$ cat config.mk
export PLATFORM = sky130hd
export DESIGN_NAME = sprite_layer
export DESIGN_NICKNAME = d
export VERILOG_FILES = /design/src/rtl/sprite_layer.sv
export SDC_FILE = /design/constraint.sdc
export NUM_CORES = 1
export LEC_CHECK = 0
export ABC_CLOCK_PERIOD_IN_PS = 9100
export BUFFER_PORTS_ARGS = -buffer_cell sky130_fd_sc_hd__buf_4
export CAP_MARGIN = 20
export CORE_UTILIZATION = 60
export CTS_CLUSTER_DIAMETER = 150
export DETAILED_ROUTE_END_ITERATION = 7
export GPL_ROUTABILITY_DRIVEN = 0
export HOLD_SLACK_MARGIN = 0.02
export PLACE_DENSITY = 0.9
export SYNTH_ARGS = -nofsm -noshare
export SYNTH_HDL_FRONTEND = slang
export SYNTH_SLANG_ARGS = --single-unit
$ cat constraint.sdc
create_clock -name pixel_clk -period 9.1 [get_ports pixel_clk]
set_clock_uncertainty 0.2 [all_clocks]
set_input_delay 0.91 -clock pixel_clk [delete_from_list [all_inputs] [get_ports pixel_clk]]
set_output_delay 0.91 -clock pixel_clk [all_outputs]
set_load 0.02 [all_outputs]
$ cat src/rtl/sprite_layer.sv
// sprite_layer: renders one 16x16 monochrome sprite over a flat background.
// A bitmap row is fetched from an external synchronous ROM during each line's
// horizontal blanking. New positions are held in a one-entry pending slot and
// committed at the start of vertical blanking, so a frame never mixes positions.
module sprite_layer #(
    parameter int unsigned H_ACTIVE = 640,
    parameter int unsigned V_ACTIVE = 480,
    parameter int unsigned V_TOTAL  = 525,
    parameter int unsigned INIT_X   = 312,
    parameter int unsigned INIT_Y   = 232,
    parameter logic [7:0]  FG_COLOR = 8'hE0,
    parameter logic [7:0]  BG_COLOR = 8'h03
) (
    input  logic        pixel_clk,
    input  logic        reset,
    input  logic [9:0]  pixel_x,
    input  logic [9:0]  pixel_y,
    output logic [7:0]  color_data,
    output logic        rom_en,
    output logic [3:0]  rom_addr,
    input  logic [15:0] rom_data,
    input  logic        pos_valid,
    output logic        pos_ready,
    input  logic [9:0]  pos_x,
    input  logic [9:0]  pos_y
);

    localparam int unsigned CW      = 10;
    localparam int unsigned SPR_DIM = 16;

    localparam logic [CW-1:0] H_END   = CW'(H_ACTIVE);
    localparam logic [CW-1:0] V_END   = CW'(V_ACTIVE);
    localparam logic [CW-1:0] V_LAST  = CW'(V_TOTAL - 1);
    localparam logic [CW-1:0] SPR_LIM = CW'(SPR_DIM);
    localparam logic [CW-1:0] X_RST   = CW'(INIT_X);
    localparam logic [CW-1:0] Y_RST   = CW'(INIT_Y);

    typedef enum logic [1:0] {
        S_IDLE,
        S_CHECK,
        S_REQ,
        S_CAP
    } state_t;

    state_t        state_q;
    logic [CW-1:0] act_x_q;
    logic [CW-1:0] act_y_q;
    logic [CW-1:0] pend_x_q;
    logic [CW-1:0] pend_y_q;
    logic          ready_q;
    logic [15:0]   line_buf_q;
    logic          line_hit_q;
    logic          at_h_end_q;
    logic          rom_en_q;
    logic [3:0]    rom_addr_q;
    logic [7:0]    color_q;
    logic [7:0]    color_d;

    logic          at_h_end_c;
    logic          fetch_start_c;
    logic [CW-1:0] y_next_c;
    logic [CW-1:0] dy_c;
    logic          row_hit_c;
    logic          commit_c;
    logic          take_c;
    logic          in_active_c;
    logic [CW-1:0] dx_c;
    logic          x_cov_c;
    logic [3:0]    bit_idx_c;
    logic          covered_c;

    assign color_data = color_q;
    assign rom_en     = rom_en_q;
    assign rom_addr   = rom_addr_q;
    assign pos_ready  = ready_q;

    // Line-fetch decode: one fetch per line on the first cycle at H_ACTIVE
    always_comb begin
        at_h_end_c    = (pixel_x == H_END);
        fetch_start_c = at_h_end_c && !at_h_end_q;
        y_next_c      = (pixel_y == V_LAST) ? '0 : pixel_y + CW'(1);
        dy_c          = '0;
        row_hit_c     = 1'b0;
        if (y_next_c >= act_y_q) begin
            dy_c      = y_next_c - act_y_q;
            row_hit_c = (dy_c < SPR_LIM) && (y_next_c < V_END);
        end
    end

    // Position handshake decode: commit at the first blanking line
    always_comb begin
        commit_c = (pixel_x == '0) && (pixel_y == V_END) && !ready_q;
        take_c   = pos_valid && ready_q;
    end

    // Pixel colour decode; subtraction only used when it cannot wrap
    always_comb begin
        in_active_c = (pixel_x < H_END) && (pixel_y < V_END);
        dx_c        = '0;
        x_cov_c     = 1'b0;
        if (pixel_x >= act_x_q) begin
            dx_c    = pixel_x - act_x_q;
            x_cov_c = (dx_c < SPR_LIM);
        end
        bit_idx_c = 4'(4'd15 - dx_c[3:0]);
        covered_c = line_hit_q && x_cov_c && line_buf_q[bit_idx_c];
        color_d   = BG_COLOR;
        if (!in_active_c) begin
            color_d = 8'h00;
        end else if (covered_c) begin
            color_d = FG_COLOR;
        end
    end

    // Pending slot and active position registers
    always_ff @(posedge pixel_clk) begin
        if (reset) begin
            act_x_q  <= X_RST;
            act_y_q  <= Y_RST;
            pend_x_q <= '0;
            pend_y_q <= '0;
            ready_q  <= 1'b1;
        end else if (commit_c) begin
            act_x_q <= pend_x_q;
            act_y_q <= pend_y_q;
            ready_q <= 1'b1;
        end else if (take_c) begin
            pend_x_q <= pos_x;
            pend_y_q <= pos_y;
            ready_q  <= 1'b0;
        end
    end

    // Row fetch FSM: check the next line, pulse the ROM, capture the row
    always_ff @(posedge pixel_clk) begin
        if (reset) begin
            state_q    <= S_IDLE;
            at_h_end_q <= 1'b0;
            rom_en_q   <= 1'b0;
            rom_addr_q <= '0;
            line_buf_q <= '0;
            line_hit_q <= 1'b0;
        end else begin
            at_h_end_q <= at_h_end_c;
            case (state_q)
                S_IDLE: begin
                    if (fetch_start_c) begin
                        state_q <= S_CHECK;
                    end
                end
                S_CHECK: begin
                    if (row_hit_c) begin
                        rom_addr_q <= dy_c[3:0];
                        rom_en_q   <= 1'b1;
                        state_q    <= S_REQ;
                    end else begin
                        line_buf_q <= '0;
                        line_hit_q <= 1'b0;
                        state_q    <= S_IDLE;
                    end
                end
                S_REQ: begin
                    rom_en_q <= 1'b0;
                    state_q  <= S_CAP;
                end
                S_CAP: begin
                    line_buf_q <= rom_data;
                    line_hit_q <= 1'b1;
                    state_q    <= S_IDLE;
                end
                default: begin
                    rom_en_q <= 1'b0;
                    state_q  <= S_IDLE;
                end
            endcase
        end
    end

    // Registered colour output stage
    always_ff @(posedge pixel_clk) begin
        if (reset) begin
            color_q <= 8'h00;
        end else begin
            color_q <= color_d;
        end
    end

endmodule
==> metrics.json <==
{
  "run_status": {"value": "finished clean"},
  "post_drt_via_cell_ratio": {"value": 6.16},
  "floorplan.io_pins": {"value": 73},
  "fill_cells": {"value": 433},
  "period_share": {"value": 48.6, "unit": "%"},
  "max-vdd-ir-drop": {"value": 113, "unit": "uV"},
  "leakage": {"value": 1.90, "unit": "nW"},
  "fp.dieH": {"value": 82.5, "unit": "um"},
  "sum_of_buffers_and_inverters_on_the_critical_path": {"value": 1},
  "drv_slew": {"value": 0},
  "drt_wl_total": {"value": 9430, "unit": "um"},
  "dieWidth": {"value": 82.5, "unit": "um"},
  "cap_violations": {"value": 0},
  "tritoncts": {"value": "yes"},
  "critical-path-top-cell-by-count": {"value": "sky130_fd_sc_hd__nor3_1"},
  "synth.yosys.seq_area_share": {"value": 35.0, "unit": "%"},
  "cts-hold-fix-buffers": {"value": 0},
  "finalHoldViolCount": {"value": 0},
  "max-clock-path-buffers": {"value": 2},
  "clk_root_buffer_cell": {"value": "sky130_fd_sc_hd__clkbuf_8"},
  "grt_antenna_before_repair": {"value": 0},
  "cp-end-kind": {"value": "flop"},
  "clk_transition_reported_paths": {"value": 0.07, "unit": "ns"},
  "syn-cell-area": {"value": 0.00389, "unit": "sq mm"},
  "yosys_register_bits": {"value": 68},
  "timing.critical_path.from_type": {"value": "primary input"},
  "drcViolationCount": {"value": 0},
  "timing.final.crit_period": {"value": 4.42, "unit": "ns"},
  "violation_count_after_the_first_detailed_route_iteration": {"value": 405},
  "fmax": {"value": 226, "unit": "MHz"},
  "p_per_area": {"value": 145, "unit": "mW/mm^2"},
  "drt_pre_antenna_iters": {"value": 6},
  "initial_core_util": {"value": 63.9, "unit": "%"},
  "clock_latency": {"value": 0.34, "unit": "ns"},
  "synthDominantAreaCellType": {"value": "sky130_fd_sc_hd__dfxtp_1"},
  "number_of_global_route_vias_before_repair": {"value": 3293},
  "detail-route-antenna-nets": {"value": 0},
  "timing.final.setup_violations": {"value": 0},
  "required": {"value": 9.13, "unit": "ns"},
  "antenna_cells_inserted": {"value": 0},
  "ys_async_sr_fraction": {"value": 0, "unit": "%"},
  "per_cell_routed_wire_length": {"value": 15.6, "unit": "um"},
  "placedCellCount": {"value": 588},
  "edff_count_synth": {"value": 0},
  "path_max_fanout": {"value": 16},
  "actual_transition_at_the_worst_max_transition_pin": {"value": 0.813, "unit": "ns"},
  "ys_top_cells_by_area": {"value": "sky130_fd_sc_hd__dfxtp_1 (35%), sky130_fd_sc_hd__ha_1 (7.1%), sky130_fd_sc_hd__nand2_1 (6.3%), sky130_fd_sc_hd__a21oi_1 (5.0%), sky130_fd_sc_hd__a32o_1 (4.4%)"},
  "detailedPlacementHpwl": {"value": 6930, "unit": "um"},
  "synth.avg_cell_area": {"value": 8.28, "unit": "sq um"},
  "fin_hold_ws": {"value": 0.258, "unit": "ns"},
  "worstPathArrival": {"value": 4.46, "unit": "ns"},
  "max_slew_margin": {"value": 45.5, "unit": "%"},
  "synth.distinct_cells": {"value": 61},
  "design.die.area": {"value": 0.00681, "unit": "sq mm"},
  "mostFrequentLayoutCells": {"value": "sky130_fd_sc_hd__buf_4 (71), sky130_fd_sc_hd__dfxtp_1 (68), sky130_fd_sc_hd__nand2_1 (65)"},
  "fp.coreArea": {"value": 0.00610, "unit": "sq mm"},
  "layout.cells.most_common": {"value": "sky130_fd_sc_hd__buf_4"},
  "synthDominantCellAreaShare": {"value": 35.0, "unit": "%"},
  "layout-area-overhead-vs-synth": {"value": 18.5, "unit": "%"},
  "cpLargestDelayFamily": {"value": "compound AO/OA/AOI/OAI gates"},
  "grt_start_max_net_pins": {"value": 44},
  "postCtsSetupBuffers": {"value": 0},
  "cts_htree_levels": {"value": 3},
  "unrepaired_setup_endpoints_after_global_routing": {"value": "false"},
  "netlist_instances": {"value": 470},
  "cts_buffers": {"value": 9},
  "core.rowCount": {"value": 28},
  "route.vias.total": {"value": 3725},
  "setup_total_negative_slack": {"value": 0, "unit": "ns"},
  "numClockSinks": {"value": 68},
  "critical-path-slowest-cell": {"value": "sky130_fd_sc_hd__a311oi_1"},
  "numPortBuffers": {"value": 69},
  "ys_dominant_reg_cell": {"value": "sky130_fd_sc_hd__dfxtp_1"},
  "groute.usage.overall": {"value": 29.2, "unit": "%"},
  "final_layout_size_suffix_gt1_share": {"value": 18.3, "unit": "%"},
  "yosysWarningCount": {"value": 0},
  "crit_type": {"value": "in -> reg"},
  "cp_slowest_stage_delay": {"value": 0.63, "unit": "ns"},
  "internal_reg_to_reg_setup_slack": {"value": 5.81, "unit": "ns"},
  "cts_resized": {"value": 0},
  "grt_pass1_wl": {"value": 14900, "unit": "um"},
  "path_cells": {"value": "buf_4, or4_1, nor3_1, and2_1, nor2_1, ha_1, or2b_1, a211oi_1, a211o_1, a311oi_1, nor3_1, a21o_2, a32o_1"},
  "grt_overflow": {"value": 0},
  "final-instance-count-excl-fill": {"value": 605},
  "final_nets": {"value": 608},
  "timing.hold.worst.class": {"value": "reg -> reg"}
}
==> worst min-delay path, delay by kind of cell (launching register included) <==
family	cells	cell delay, ns
AO/OA/AOI/OAI	1	0.05
flip-flops	1	0.31
AND/OR/NAND/NOR	1	0.05
==> Yosys cell counts, types with 2 or more instances <==
library cell	number
sky130_fd_sc_hd__a211oi_1	3
sky130_fd_sc_hd__nand2b_1	8
sky130_fd_sc_hd__xnor2_1	12
sky130_fd_sc_hd__and2_1	4
sky130_fd_sc_hd__a21oi_1	39
sky130_fd_sc_hd__mux2i_1	16
sky130_fd_sc_hd__nor2b_1	3
sky130_fd_sc_hd__buf_4	6
sky130_fd_sc_hd__or3_1	4
sky130_fd_sc_hd__a221oi_1	2
sky130_fd_sc_hd__buf_1	2
sky130_fd_sc_hd__o211ai_1	13
sky130_fd_sc_hd__and3_1	2
sky130_fd_sc_hd__inv_1	31
sky130_fd_sc_hd__a211o_1	5
sky130_fd_sc_hd__nand3b_1	2
sky130_fd_sc_hd__nor4_1	5
sky130_fd_sc_hd__a31oi_1	2
sky130_fd_sc_hd__xor2_1	3
sky130_fd_sc_hd__o21a_1	3
sky130_fd_sc_hd__a21boi_0	2
sky130_fd_sc_hd__o2111ai_1	2
sky130_fd_sc_hd__nand2_1	65
sky130_fd_sc_hd__o221ai_1	2
sky130_fd_sc_hd__nor3_1	10
sky130_fd_sc_hd__o22ai_1	3
sky130_fd_sc_hd__dfxtp_1	68
sky130_fd_sc_hd__nor2_1	27
sky130_fd_sc_hd__nand3_1	12
sky130_fd_sc_hd__o21ai_0	11
sky130_fd_sc_hd__o21bai_1	4
sky130_fd_sc_hd__o22a_1	3
sky130_fd_sc_hd__ha_1	22
sky130_fd_sc_hd__a32o_1	17
sky130_fd_sc_hd__a21o_1	4
sky130_fd_sc_hd__o31ai_1	2
sky130_fd_sc_hd__or4_1	2
sky130_fd_sc_hd__clkbuf_1	20
sky130_fd_sc_hd__mux2_2	2
sky130_fd_sc_hd__fa_1	2
sky130_fd_sc_hd__nand4_1	5
==> registers in the layout, indices dropped and copies added (netlist names), named ones only <==
register and count:
pos_ready 1, color_data 2, pend_x_q 10, state_q 1, act_x_q 10, at_h_end_q 1, rom_en 1, line_hit_q 1
rom_addr 4, act_y_q 10, pend_y_q 10, line_buf_q 16
==> cells by family after synthesis <==
logic type               count (synthesis)  synth area share (%)
multiplexers                            18                  4.69
AND/OR/NAND/NOR                        157                  19.3
flip-flops                              68                  35.0
AO/OA/AOI/OAI                          126                  22.9
buffers and inverters                   61                  6.65
adder cells (fa/ha/maj)                 24                  8.10
XOR/XNOR                                15                  3.38
other                                    1                0.0963
==> power breakdown <==
group / internal (mW) / total, mW / switching (mW)
clock: 0.156 / 0.266 / 0.110
combinational: 0.0443 / 0.0983 / 0.0540
sequential: 0.303 / 0.306 / 0.00347
total: 0.503 / 0.670 / 0.167
==> area by class of cell <==
| type | instances | area, sq um | area share, % |
|---|---|---|---|
| clock inverter | 3 | 42.5 | 0.922 |
| sequential | 68 | 1360 | 29.5 |
| timing repair buffer | 71 | 533 | 11.6 |
| inverter | 32 | 120 | 2.60 |
| multi-input combinational | 343 | 2280 | 49.5 |
| clock buffer | 13 | 179 | 3.88 |
| tap | 75 | 93.8 | 2.03 |
==> per-layer routing <==
layer	track usage (%)	vias up	share of wire [%]
met5	0	-	0
met4	9.14	0	1.0
met3	7.36	13	8.6
met2	48.0	199	47
met1	37.6	1718	43
li1	-	1795	-
==> final timing paths <==
check / startpoint / endpoint / depth (start not counted)
setup / recovery: pixel_y[7] / line_buf_q[9] / 13
hold / removal: pend_y_q[1] / pend_y_q[1] / 2
setup reg to reg: act_y_q[5] / line_buf_q[9] / 9
hold reg to reg: pend_y_q[1] / pend_y_q[1] / 2
==> metrics by stage <==
step | setup slack [ns] | utilization (%) | total power, mW | area (sq um)
global placement | 4.51 | 71.9 | 0.406 | 4390
floorplan | 4.69 | - | 0.374 | 3900
CTS | 4.75 | 75.6 | 0.672 | 4610
detailed placement | 4.39 | 71.9 | 0.409 | 4390
global route | 4.41 | 75.7 | 0.697 | 4610
finish | 4.68 | 75.7 | 0.670 | 4610
Power figures use the tool's default switching activity.
